==> config.mk <==
export PLATFORM = sky130hd
export DESIGN_NAME = key_control
export DESIGN_NICKNAME = d
export VERILOG_FILES = /design/src/rtl/clock_pkg.sv /design/src/rtl/key_debounce.sv /design/src/rtl/key_control.sv
export SDC_FILE = /design/constraint.sdc
export NUM_CORES = 1
export LEC_CHECK = 0
export CAP_MARGIN = 0
export CORE_AREA = 2 2 116 118
export CTS_CLUSTER_SIZE = 16
export DETAILED_ROUTE_END_ITERATION = 8
export DIE_AREA = 0 0 118 120
export MAX_ROUTING_LAYER = met4
export SLEW_MARGIN = 30
export SYNTH_ARGS = -nofsm -noshare
export SYNTH_HDL_FRONTEND = slang
export SYNTH_SLANG_ARGS = --single-unit
==> constraint.sdc <==
create_clock -name CLOCK_50 -period 2 [get_ports CLOCK_50]
set_input_delay 0.3 -clock CLOCK_50 [delete_from_list [all_inputs] [get_ports CLOCK_50]]
set_output_delay 0.3 -clock CLOCK_50 [all_outputs]
set_load 0.005 [all_outputs]
==> src/rtl/clock_pkg.sv <==
// Shared definitions for the clock front-end and timekeeping stages.
// Holds field indices, the select width, key bit positions, the adjust-mode
// state type and a field-advance helper.
package clock_pkg;

  localparam int SELECT_W = 4;
  localparam int NUM_KEYS = 4;

  // Adjustable field indices, in select order
  localparam logic [SELECT_W-1:0] FIELD_SEC    = 4'd0;
  localparam logic [SELECT_W-1:0] FIELD_MIN    = 4'd1;
  localparam logic [SELECT_W-1:0] FIELD_HOUR   = 4'd2;
  localparam logic [SELECT_W-1:0] FIELD_DAY    = 4'd3;
  localparam logic [SELECT_W-1:0] FIELD_MONTH  = 4'd4;
  localparam logic [SELECT_W-1:0] FIELD_YEAR_L = 4'd5;
  localparam logic [SELECT_W-1:0] FIELD_YEAR_H = 4'd6;

  // Bit positions inside KEY[3:0]
  localparam int KEY_ADD  = 0;
  localparam int KEY_CLR  = 1;
  localparam int KEY_NEXT = 2;
  localparam int KEY_ADJ  = 3;

  typedef enum logic {
    MODE_RUN = 1'b0,
    MODE_ADJ = 1'b1
  } mode_e;

  // Advance a field index, wrapping after the last field.
  function automatic logic [SELECT_W-1:0] next_field(
    input logic [SELECT_W-1:0] cur,
    input logic [SELECT_W-1:0] last
  );
    return (cur >= last) ? '0 : cur + 1'b1;
  endfunction

endpackage

==> src/rtl/key_debounce.sv <==
// Single-key synchroniser + debouncer.
//   CLOCK_50 : clock, rising edge
//   rst      : synchronous active-high reset
//   key_n    : raw asynchronous active-low button
//   level    : debounced level (1 = released)
//   press    : one-cycle pulse on a debounced 1->0 transition
// A key that is still down when reset is released is not reported until it
// has been seen released at least once (arm_q).
module key_debounce
  import clock_pkg::*;
#(
  parameter int DEBOUNCE_CYCLES = 1000000
) (
  input  logic CLOCK_50,
  input  logic rst,
  input  logic key_n,
  output logic level,
  output logic press
);

  localparam int CNT_W = (DEBOUNCE_CYCLES > 2) ? $clog2(DEBOUNCE_CYCLES) : 1;
  localparam logic [CNT_W-1:0] CNT_MAX = CNT_W'(DEBOUNCE_CYCLES - 1);

  logic             sync1_q, sync2_q;
  logic             level_q, level_d;
  logic [CNT_W-1:0] cnt_q, cnt_d;
  logic [1:0]       fill_q;
  logic             arm_q, arm_d;

  always_comb begin
    level_d = level_q;
    cnt_d   = cnt_q;
    if (sync2_q == level_q) begin
      cnt_d = '0;
    end else if (cnt_q == CNT_MAX) begin
      level_d = sync2_q;
      cnt_d   = '0;
    end else begin
      cnt_d = cnt_q + 1'b1;
    end
    // sync2_q only reflects the real key once fill_q[1] is set; before that
    // it still shows the reset value and must not arm the key.
    arm_d = arm_q | (fill_q[1] & sync2_q);
  end

  always_ff @(posedge CLOCK_50) begin
    if (rst) begin
      sync1_q <= 1'b1;
      sync2_q <= 1'b1;
      level_q <= 1'b1;
      cnt_q   <= '0;
      fill_q  <= '0;
      arm_q   <= 1'b0;
    end else begin
      sync1_q <= key_n;
      sync2_q <= sync1_q;
      level_q <= level_d;
      cnt_q   <= cnt_d;
      fill_q  <= {fill_q[0], 1'b1};
      arm_q   <= arm_d;
    end
  end

  assign level = level_q;
  assign press = arm_q & level_q & ~level_d;

endmodule

==> src/rtl/key_control.sv <==
// Push-button front end for the clock: debounces KEY[3:0] and turns presses
// into add/clr pulses, the adjust-mode level and the field select index.
//   CLOCK_50 : clock, rising edge
//   rst      : synchronous active-high reset
//   KEY      : raw active-low buttons (0 add, 1 clr, 2 next field, 3 adjust)
//   add      : one-cycle increment pulse (adjust mode only)
//   clr      : one-cycle clear pulse
//   adjust   : 1 = adjust mode
//   select   : field being adjusted, 0..NUM_FIELDS-1
// Optional: define KEY_AUTO_REPEAT_EN to auto-repeat add while KEY[0] is held.
module key_control
  import clock_pkg::*;
#(
  parameter int DEBOUNCE_CYCLES = 1000000,
  parameter int NUM_FIELDS      = 7,
  parameter int REPEAT_DELAY    = 25000000,
  parameter int REPEAT_PERIOD   = 5000000
) (
  input  logic                CLOCK_50,
  input  logic                rst,
  input  logic [3:0]          KEY,
  output logic                add,
  output logic                clr,
  output logic                adjust,
  output logic [SELECT_W-1:0] select
);

  localparam logic [SELECT_W-1:0] LAST_FIELD = SELECT_W'(NUM_FIELDS - 1);

  logic [NUM_KEYS-1:0] key_level;
  logic [NUM_KEYS-1:0] key_press;

  genvar k;
  generate
    for (k = 0; k < NUM_KEYS; k++) begin : g_key
      key_debounce #(
        .DEBOUNCE_CYCLES(DEBOUNCE_CYCLES)
      ) u_db (
        .CLOCK_50(CLOCK_50),
        .rst     (rst),
        .key_n   (KEY[k]),
        .level   (key_level[k]),
        .press   (key_press[k])
      );
    end
  endgenerate

  mode_e               mode_q, mode_d;
  logic [SELECT_W-1:0] sel_q, sel_d;
  logic                add_q, add_d;
  logic                clr_q, clr_d;
  logic                rpt_fire;

`ifdef KEY_AUTO_REPEAT_EN
  // rpt_q counts cycles since the accepted add press while the key stays
  // down; 0 means idle. After a fire it is rewound so the next fire lands
  // REPEAT_PERIOD cycles later.
  localparam int RPT_W = $clog2(REPEAT_DELAY + 1);
  localparam logic [RPT_W-1:0] RPT_FIRE   = RPT_W'(REPEAT_DELAY);
  localparam logic [RPT_W-1:0] RPT_REWIND = RPT_W'(REPEAT_DELAY - REPEAT_PERIOD + 1);

  logic [RPT_W-1:0] rpt_q, rpt_d;

  always_comb begin
    rpt_d    = '0;
    rpt_fire = 1'b0;
    if (mode_q == MODE_ADJ) begin
      if (key_press[KEY_ADD]) begin
        rpt_d = RPT_W'(1);
      end else if ((rpt_q != '0) && !key_level[KEY_ADD]) begin
        if (rpt_q == RPT_FIRE) begin
          rpt_fire = 1'b1;
          rpt_d    = RPT_REWIND;
        end else begin
          rpt_d = rpt_q + 1'b1;
        end
      end
    end
  end

  always_ff @(posedge CLOCK_50) begin
    if (rst) rpt_q <= '0;
    else     rpt_q <= rpt_d;
  end
`else
  assign rpt_fire = 1'b0;
`endif

  // Mode/select FSM. KEY[3] wins over KEY[2] when both land together.
  always_comb begin
    mode_d = mode_q;
    sel_d  = sel_q;
    add_d  = (key_press[KEY_ADD] & (mode_q == MODE_ADJ)) | rpt_fire;
    clr_d  = key_press[KEY_CLR];
    case (mode_q)
      MODE_RUN: begin
        if (key_press[KEY_ADJ]) begin
          mode_d = MODE_ADJ;
          sel_d  = '0;
        end
      end
      MODE_ADJ: begin
        if (key_press[KEY_ADJ]) mode_d = MODE_RUN;
        else if (key_press[KEY_NEXT]) sel_d = next_field(sel_q, LAST_FIELD);
      end
      default: mode_d = MODE_RUN;
    endcase
  end

  always_ff @(posedge CLOCK_50) begin
    if (rst) begin
      mode_q <= MODE_RUN;
      sel_q  <= '0;
      add_q  <= 1'b0;
      clr_q  <= 1'b0;
    end else begin
      mode_q <= mode_d;
      sel_q  <= sel_d;
      add_q  <= add_d;
      clr_q  <= clr_d;
    end
  end

  assign add    = add_q;
  assign clr    = clr_q;
  assign adjust = (mode_q == MODE_ADJ);
  assign select = sel_q;

endmodule

==> results.sh, run 1 <==
export IMPL_async_flop_share=0
export IMPL_drcViolationCount=0
export IMPL_grt_pass1_wl_um=13600
export IMPL_cp_end_kind="flop"
export IMPL_dr_wl_met2_um=3600
export IMPL_multi_input_area_mm2=0.00226
export IMPL_r2r_start="g_key[3].u_db.cnt_q[0]$_SDFF_PP0_"
export IMPL_setup_viol=0
export IMPL_route_vias_total=3223
export IMPL_period_needed_ns=1.89
export IMPL_cp_max_fo=4
export IMPL_max_cap_viol_count=0
export IMPL_yosysWarnings=0
export IMPL_row_count=42
export IMPL_worstHoldStart="g_key[3].u_db.sync1_q$_SDFF_PP1_"
export IMPL_synthCells=493
export IMPL_clock_root_buffer="clkbuf_16"
export IMPL_ys_seq_area_frac=0.472
export IMPL_run_status="finished, final reports clean"
export IMPL_wire_per_inst_um=11.1
export IMPL_dr_max_layer_used="met4"
export IMPL_fin_nets=528
export IMPL_antenna_found_initial=0
export IMPL_synth_edff_count=0
export IMPL_fin_crit_sh=0.947
export IMPL_clk_latency_ns=0.35
export IMPL_ys_flop_type="dfxtp_1"
export IMPL_antenna_left=0
export IMPL_worst_pin_slew_ns=0.559
export IMPL_die_width_um=118
export IMPL_synth_seq_cells=105
export IMPL_vias_per_cell=4.62
export IMPL_synth_area_leaders="dfxtp_1 (47%), nor2_1 (8.8%), xor2_1 (8.3%), xnor2_1 (6.9%), nand3_1 (3.7%)"
export IMPL_syn_nets=505
export IMPL_synth_commonest_cells="dfxtp_1 (105), nor2_1 (104), xor2_1 (42), nand2_1 (36), xnor2_1 (35)"
export IMPL_core_area_mm2=0.0130
export IMPL_vdd_drop_max_uv=467
export IMPL_report_final_slew_viol_count=0
export IMPL_final_fill_count=1285
export IMPL_slew_headroom=0.625
export IMPL_fin_tns_setup_ns=0
export IMPL_worstPathRequired_ns=2.24
export IMPL_cts_made_buffers=9
export IMPL_diodes=0
export IMPL_drtPass1Iterations=4
export IMPL_clock_skew_ns=0.00552
export IMPL_dr_wl_met3_um=179
export IMPL_cpPeakStageDelay_ns=0.34
export IMPL_yosysTopAreaCellShare=0.472
export IMPL_hp_class="reg2reg"
export IMPL_initial_utilization=0.343
export IMPL_yosys_area_top_type="dfxtp_1"
export IMPL_yosysMostFrequentCell="dfxtp_1"
export IMPL_wl_met1_um=3770
export IMPL_worst_ep_arrival_time_ns=2.13
export IMPL_grt_pass1_vias=3166
export IMPL_h_tree_depth=3
export IMPL_area_growth_synth_to_final_pct=16.3
export IMPL_crit_slowest_cell="dfxtp_1"
export IMPL_hpwl_um=5320
export IMPL_crit_type="reg2reg"
export IMPL_io_pins=13
export IMPL_first_iter_violations=117
export IMPL_cts_sinks=105
export IMPL_path_cells="ha_1, and2_1, nand4_2, nor3_4, mux2i_2, mux2_4"
export IMPL_cts_tree="yes"
export IMPL_die_y_um=120
export IMPL_syn_avg_cell_area_um2=9.04
export IMPL_syn_cell_area_mm2=0.00446
export IMPL_postCtsHoldBufs=0
export IMPL_start_kind="flop"
export IMPL_power_density_mw_per_mm2=782
export IMPL_hold_violations=0
export IMPL_ys_types=40
export IMPL_regArea_mm2=0.00210
export IMPL_max_freq_ghz=0.528
export IMPL_clk_pin_slew_worst_paths_ns=0.07
export IMPL_drt_total_wl_um=7720
export IMPL_layout_drive_gt1_share=0.0960
export IMPL_cts_buffer_depth=2
export IMPL_total_leakage_power_uw=0.00169
export IMPL_grt_max_degree=24
export IMPL_critPathLaunch="g_key[3].u_db.cnt_q[0]$_SDFF_PP0_"
export IMPL_place_congestion=0.775
export IMPL_grt_use_total=0.121
export IMPL_power_total_uw=4050
export IMPL_port_buffer_count=12
export IMPL_overflow=0
export IMPL_rsz0062_at_grt="no"
export IMPL_die_area_mm2=0.0142
logic make-up (layout without fill, tap and decap cells):
| kind of cell | Yosys count | in the layout | share of synthesized area |
|---|---|---|---|
| fa+ha+maj | 6 | 6 | 0.0168 |
| simple gates | 265 | 265 | 0.309 |
| buf+inv | 25 | 53 | 0.0247 |
| flops | 105 | 105 | 0.472 |
| xor+xnor | 77 | 77 | 0.151 |
| mux | 8 | 8 | 0.0191 |
| compound gates | 7 | 7 | 0.00786 |
where the power goes:
part           switching [uW]  internal [uW]  leakage, uW
clock network             773           1100     0.000149
registers                10.3           2110     0.000849
logic                    31.0           31.5     0.000691
total                     814           3240      0.00169
metal layers:
metal / vias up / GRT usage
met5: - / -
met4: 0 / 0.0678
met3: 14 / 0.0238
met2: 33 / 0.191
li1: 1686 / -
met1: 1490 / 0.144
cell type report:
| cell class | instances | area share |
|---|---|---|
| Tap cell | 176 | 0.0425 |
| Multi-Input combinational cell | 363 | 0.436 |
| Clock buffer | 10 | 0.0442 |
| Inverter | 14 | 0.0101 |
| Clock inverter | 6 | 0.0179 |
| Sequential cell | 105 | 0.406 |
| Timing Repair Buffer | 23 | 0.0439 |
layout by cell type, fill, tap and decap left out, drive strengths merged, types with 2 or more instances in the layout:
cell type	instances
nor3b	2
inv	13
ha	6
a21oi	5
nand3	34
clkdlybuf4s50	12
nor4	10
and2	4
and3	9
mux2i	7
clkbuf	10
clkinv	3
o21ai	2
and4b	2
nand3b	3
and4	6
nand2	36
buf	11
nor3	13
clkinvlp	2
xnor2	35
nand4	20
or3	4
xor2	42
nor2	104
nor2b	3
dfxtp	105
bufinv	2
or2	11
nor4b	3
worst max-delay path: cells and delay by family (launching register included):
family                   cells  cell delay, ns
adder cells (fa/ha/maj)      1            0.21
flip-flops                   1            0.34
multiplexers                 2            0.61
AND/OR/NAND/NOR              3            0.63
state kept, by name, indices dropped and copies added, names as in the netlist:
register            flops
g_key.u_db.fill_q       2
g_key.u_db.cnt_q       80
g_key.u_db.sync2_q      4
g_key.u_db.arm_q        4
select                  4
g_key.u_db.sync1_q      4
clr                     1
add                     1
adjust                  1
g_key.u_db.level        4
timing repair:
action,CTS,global route
endpoints found under the setup margin,0,4
buffers inserted,0,0
gates resized for setup,0,2
metrics by stage:
| step | setup slack [ns] | cell area (um2) | cells | utilization | hold WS (ns) |
|---|---|---|---|---|---|
| 2_1_floorplan | 0.143 | 4460 | 493 | - | 0.389 |
| 3_3_place_gp | 0.130 | 4850 | 681 | 0.374 | 0.398 |
| 3_5_place_dp | 0.122 | 4850 | 681 | 0.374 | 0.393 |
| 4_1_cts | 0.108 | 5170 | 697 | 0.398 | 0.409 |
| 5_1_grt | 0.00881 | 5180 | 697 | 0.399 | 0.433 |
| 6_report | 0.106 | 5180 | 697 | 0.399 | 0.408 |
worst paths after layout:
check                                      to  slack [ns]  cells after the start
min          g_key[3].u_db.sync2_q$_SDFF_PP1_        0.41                      1
max reg2reg            select[1]$_SDFFE_PP0P_        0.11                      6
max                    select[1]$_SDFFE_PP0P_        0.11                      6
min reg2reg  g_key[3].u_db.sync2_q$_SDFF_PP1_        0.41                      1
(Power assumes the default switching activity.)
==> inputs of run 2 (changes only) <==
clock period = 1.7 ns   (was 2 ns; I/O delays follow)
==> run 2 against run 1 <==
Routed wire length increased by 5.3%. Die area is the same. Critical path depth did not move. Critical endpoint unchanged. Largest cell class unchanged. First-iteration DRC count down 38%. Sequential share of layout area is 3.4 points lower. Critical path type unchanged. Clock skew shrank 0.00091 ns. Highest routed layer unchanged.
==> results.sh, run 2 (synthesis results as in run 1) <==
export IMPL_layout_drive_gt1_share=0.200
export IMPL_cts_made_buffers=9
export IMPL_cts_buffer_depth=2
export IMPL_setup_viol=0
export IMPL_port_buffer_count=12
export IMPL_grt_use_total=0.122
export IMPL_fin_nets=573
export IMPL_final_fill_count=1270
export IMPL_area_growth_synth_to_final_pct=27.2
export IMPL_diodes=0
export IMPL_total_leakage_power_uw=0.00200
export IMPL_path_cells="ha_4, and2_4, nand4_4, nor3_4, mux2i_2, mux2_4"
export IMPL_wire_per_inst_um=11.0
export IMPL_cp_max_fo=2
export IMPL_fin_cells=742
export IMPL_vdd_drop_max_uv=436
export IMPL_multi_input_area_mm2=0.00235
export IMPL_drt_total_wl_um=8130
export IMPL_final_cell_mix="nor2_1 (103), dfxtp_1 (100), buf_4 (51), xor2_1 (42)"
export IMPL_crit_slowest_cell="dfxtp_2"
export IMPL_antenna_found_initial=0
export IMPL_hp_class="reg2reg"
export IMPL_drcViolationCount=0
export IMPL_row_count=42
export IMPL_largest_reg_flops=80
export IMPL_die_y_um=120
export IMPL_die_area_mm2=0.0142
export IMPL_rsz0062_at_grt="yes"
export IMPL_placedCellCount=721
export IMPL_grt_max_degree=24
export IMPL_run_status="finished, final reports clean"
export IMPL_vias_per_cell=4.54
export IMPL_regArea_mm2=0.00211
export IMPL_slew_headroom=0.699
export IMPL_fin_crit_sh=0.997
export IMPL_regMostFlops="g_key.u_db.cnt_q"
export IMPL_cts_sinks=105
export IMPL_cp_end_kind="flop"
export IMPL_grt_pass1_wl_um=13900
export IMPL_place_congestion=0.798
export IMPL_die_width_um=118
export IMPL_max_cap_viol_count=0
export IMPL_antenna_left=0
export IMPL_cts_tree="yes"
export IMPL_clk_latency_ns=0.34
export IMPL_crit_type="reg2reg"
export IMPL_clk_pin_slew_worst_paths_ns=0.07
export IMPL_drtPass1Iterations=4
export IMPL_report_final_slew_viol_count=0
export IMPL_max_freq_ghz=0.590
export IMPL_worst_ep_arrival_time_ns=1.93
export IMPL_final_util=0.437
export IMPL_io_pins=13
export IMPL_period_needed_ns=1.69
export IMPL_clock_skew_ns=0.00461
export IMPL_initial_utilization=0.343
export IMPL_grt_pass1_vias=3176
export IMPL_power_density_mw_per_mm2=888
export IMPL_final_common_cell="nor2_1"
export IMPL_overflow=0
export IMPL_first_iter_violations=72
export IMPL_hold_violations=0
export IMPL_worstPathRequired_ns=1.93
export IMPL_postCtsHoldBufs=0
export IMPL_h_tree_depth=3
export IMPL_core_area_mm2=0.0130
export IMPL_hpwl_um=5640
export IMPL_cpPeakStageDelay_ns=0.35
export IMPL_start_kind="flop"
export IMPL_clock_root_buffer="clkbuf_16"
export IMPL_worst_pin_slew_ns=0.449
export IMPL_route_vias_total=3371
## run 2: cell types whose count changed in the layout (fill, tap and decap cells not counted), moves of 3 or more
cell     delta
buf_4      +42
dfxtp_1     -5
dfxtp_2     +5
ha_1        -3
nor3_1      -3
nor3_2      +3
nor4_1      -3
## run 2: report_power, final
| group | total [uW] | internal, uW | switching [uW] |
|---|---|---|---|
| clock | 2470 | 1580 | 883 |
| combinational | 78.6 | 41.1 | 37.5 |
| sequential | 2490 | 2480 | 12.1 |
## run 2: per-layer routing
metal  part of all wire  GRT usage  vias up
li1                   -          -     1779
met1               0.51      0.155     1549
met2               0.45      0.191       29
met3              0.018     0.0176       14
met4              0.021     0.0610        0
met5                  0          -        -
## run 2: what timing repair did
action,in CTS,in global routing
pin swaps,7,7
setup buffers,4,1
gates resized for setup,10,16
setup endpoints to repair,3,67
## run 2: layout make-up
| cell class | count | area share |
|---|---|---|
| multi-input cells | 363 | 0.414 |
| flip-flops and latches | 105 | 0.372 |
| repair buffers | 68 | 0.102 |
| clock buffers | 10 | 0.0404 |
| well taps | 176 | 0.0388 |
| clock inverters | 6 | 0.0230 |
| inverters | 14 | 0.00927 |
## run 2: critical path: cells and delay by family, from the launching register on
family,cells,cell delay [ns]
muxes,2,0.61
and+or+nand+nor,3,0.48
DFF,1,0.35
adders and majority gates,1,0.14
## run 2: metrics by stage
stage               hold slack [ns]  setup TNS (ns)  worst slack (ns)  cell area (um2)  total power (uW)
floorplan                     0.359         -0.0628           -0.0628             4460              2590
global placement              0.394         -0.0958           -0.0763             5150              2620
detailed placement            0.393          -0.138           -0.0984             5150              2620
CTS                           0.409         -0.0174          -0.00910             5590              5100
global route                  0.425          -0.639            -0.116             5670              5210
finish                        0.409               0           0.00545             5670              5040
## run 2: path summary, 6_finish.rpt
kind,start,endpoint,slack (ns),cells after the start
setup / recovery,g_key[3].u_db.cnt_q[0]$_SDFF_PP0_,select[1]$_SDFFE_PP0P_,0.005,6
hold / removal,g_key[2].u_db.sync1_q$_SDFF_PP1_,g_key[2].u_db.sync2_q$_SDFF_PP1_,0.41,1
setup reg to reg,g_key[3].u_db.cnt_q[0]$_SDFF_PP0_,select[1]$_SDFFE_PP0P_,0.005,6
hold reg to reg,g_key[2].u_db.sync1_q$_SDFF_PP1_,g_key[2].u_db.sync2_q$_SDFF_PP1_,0.41,1
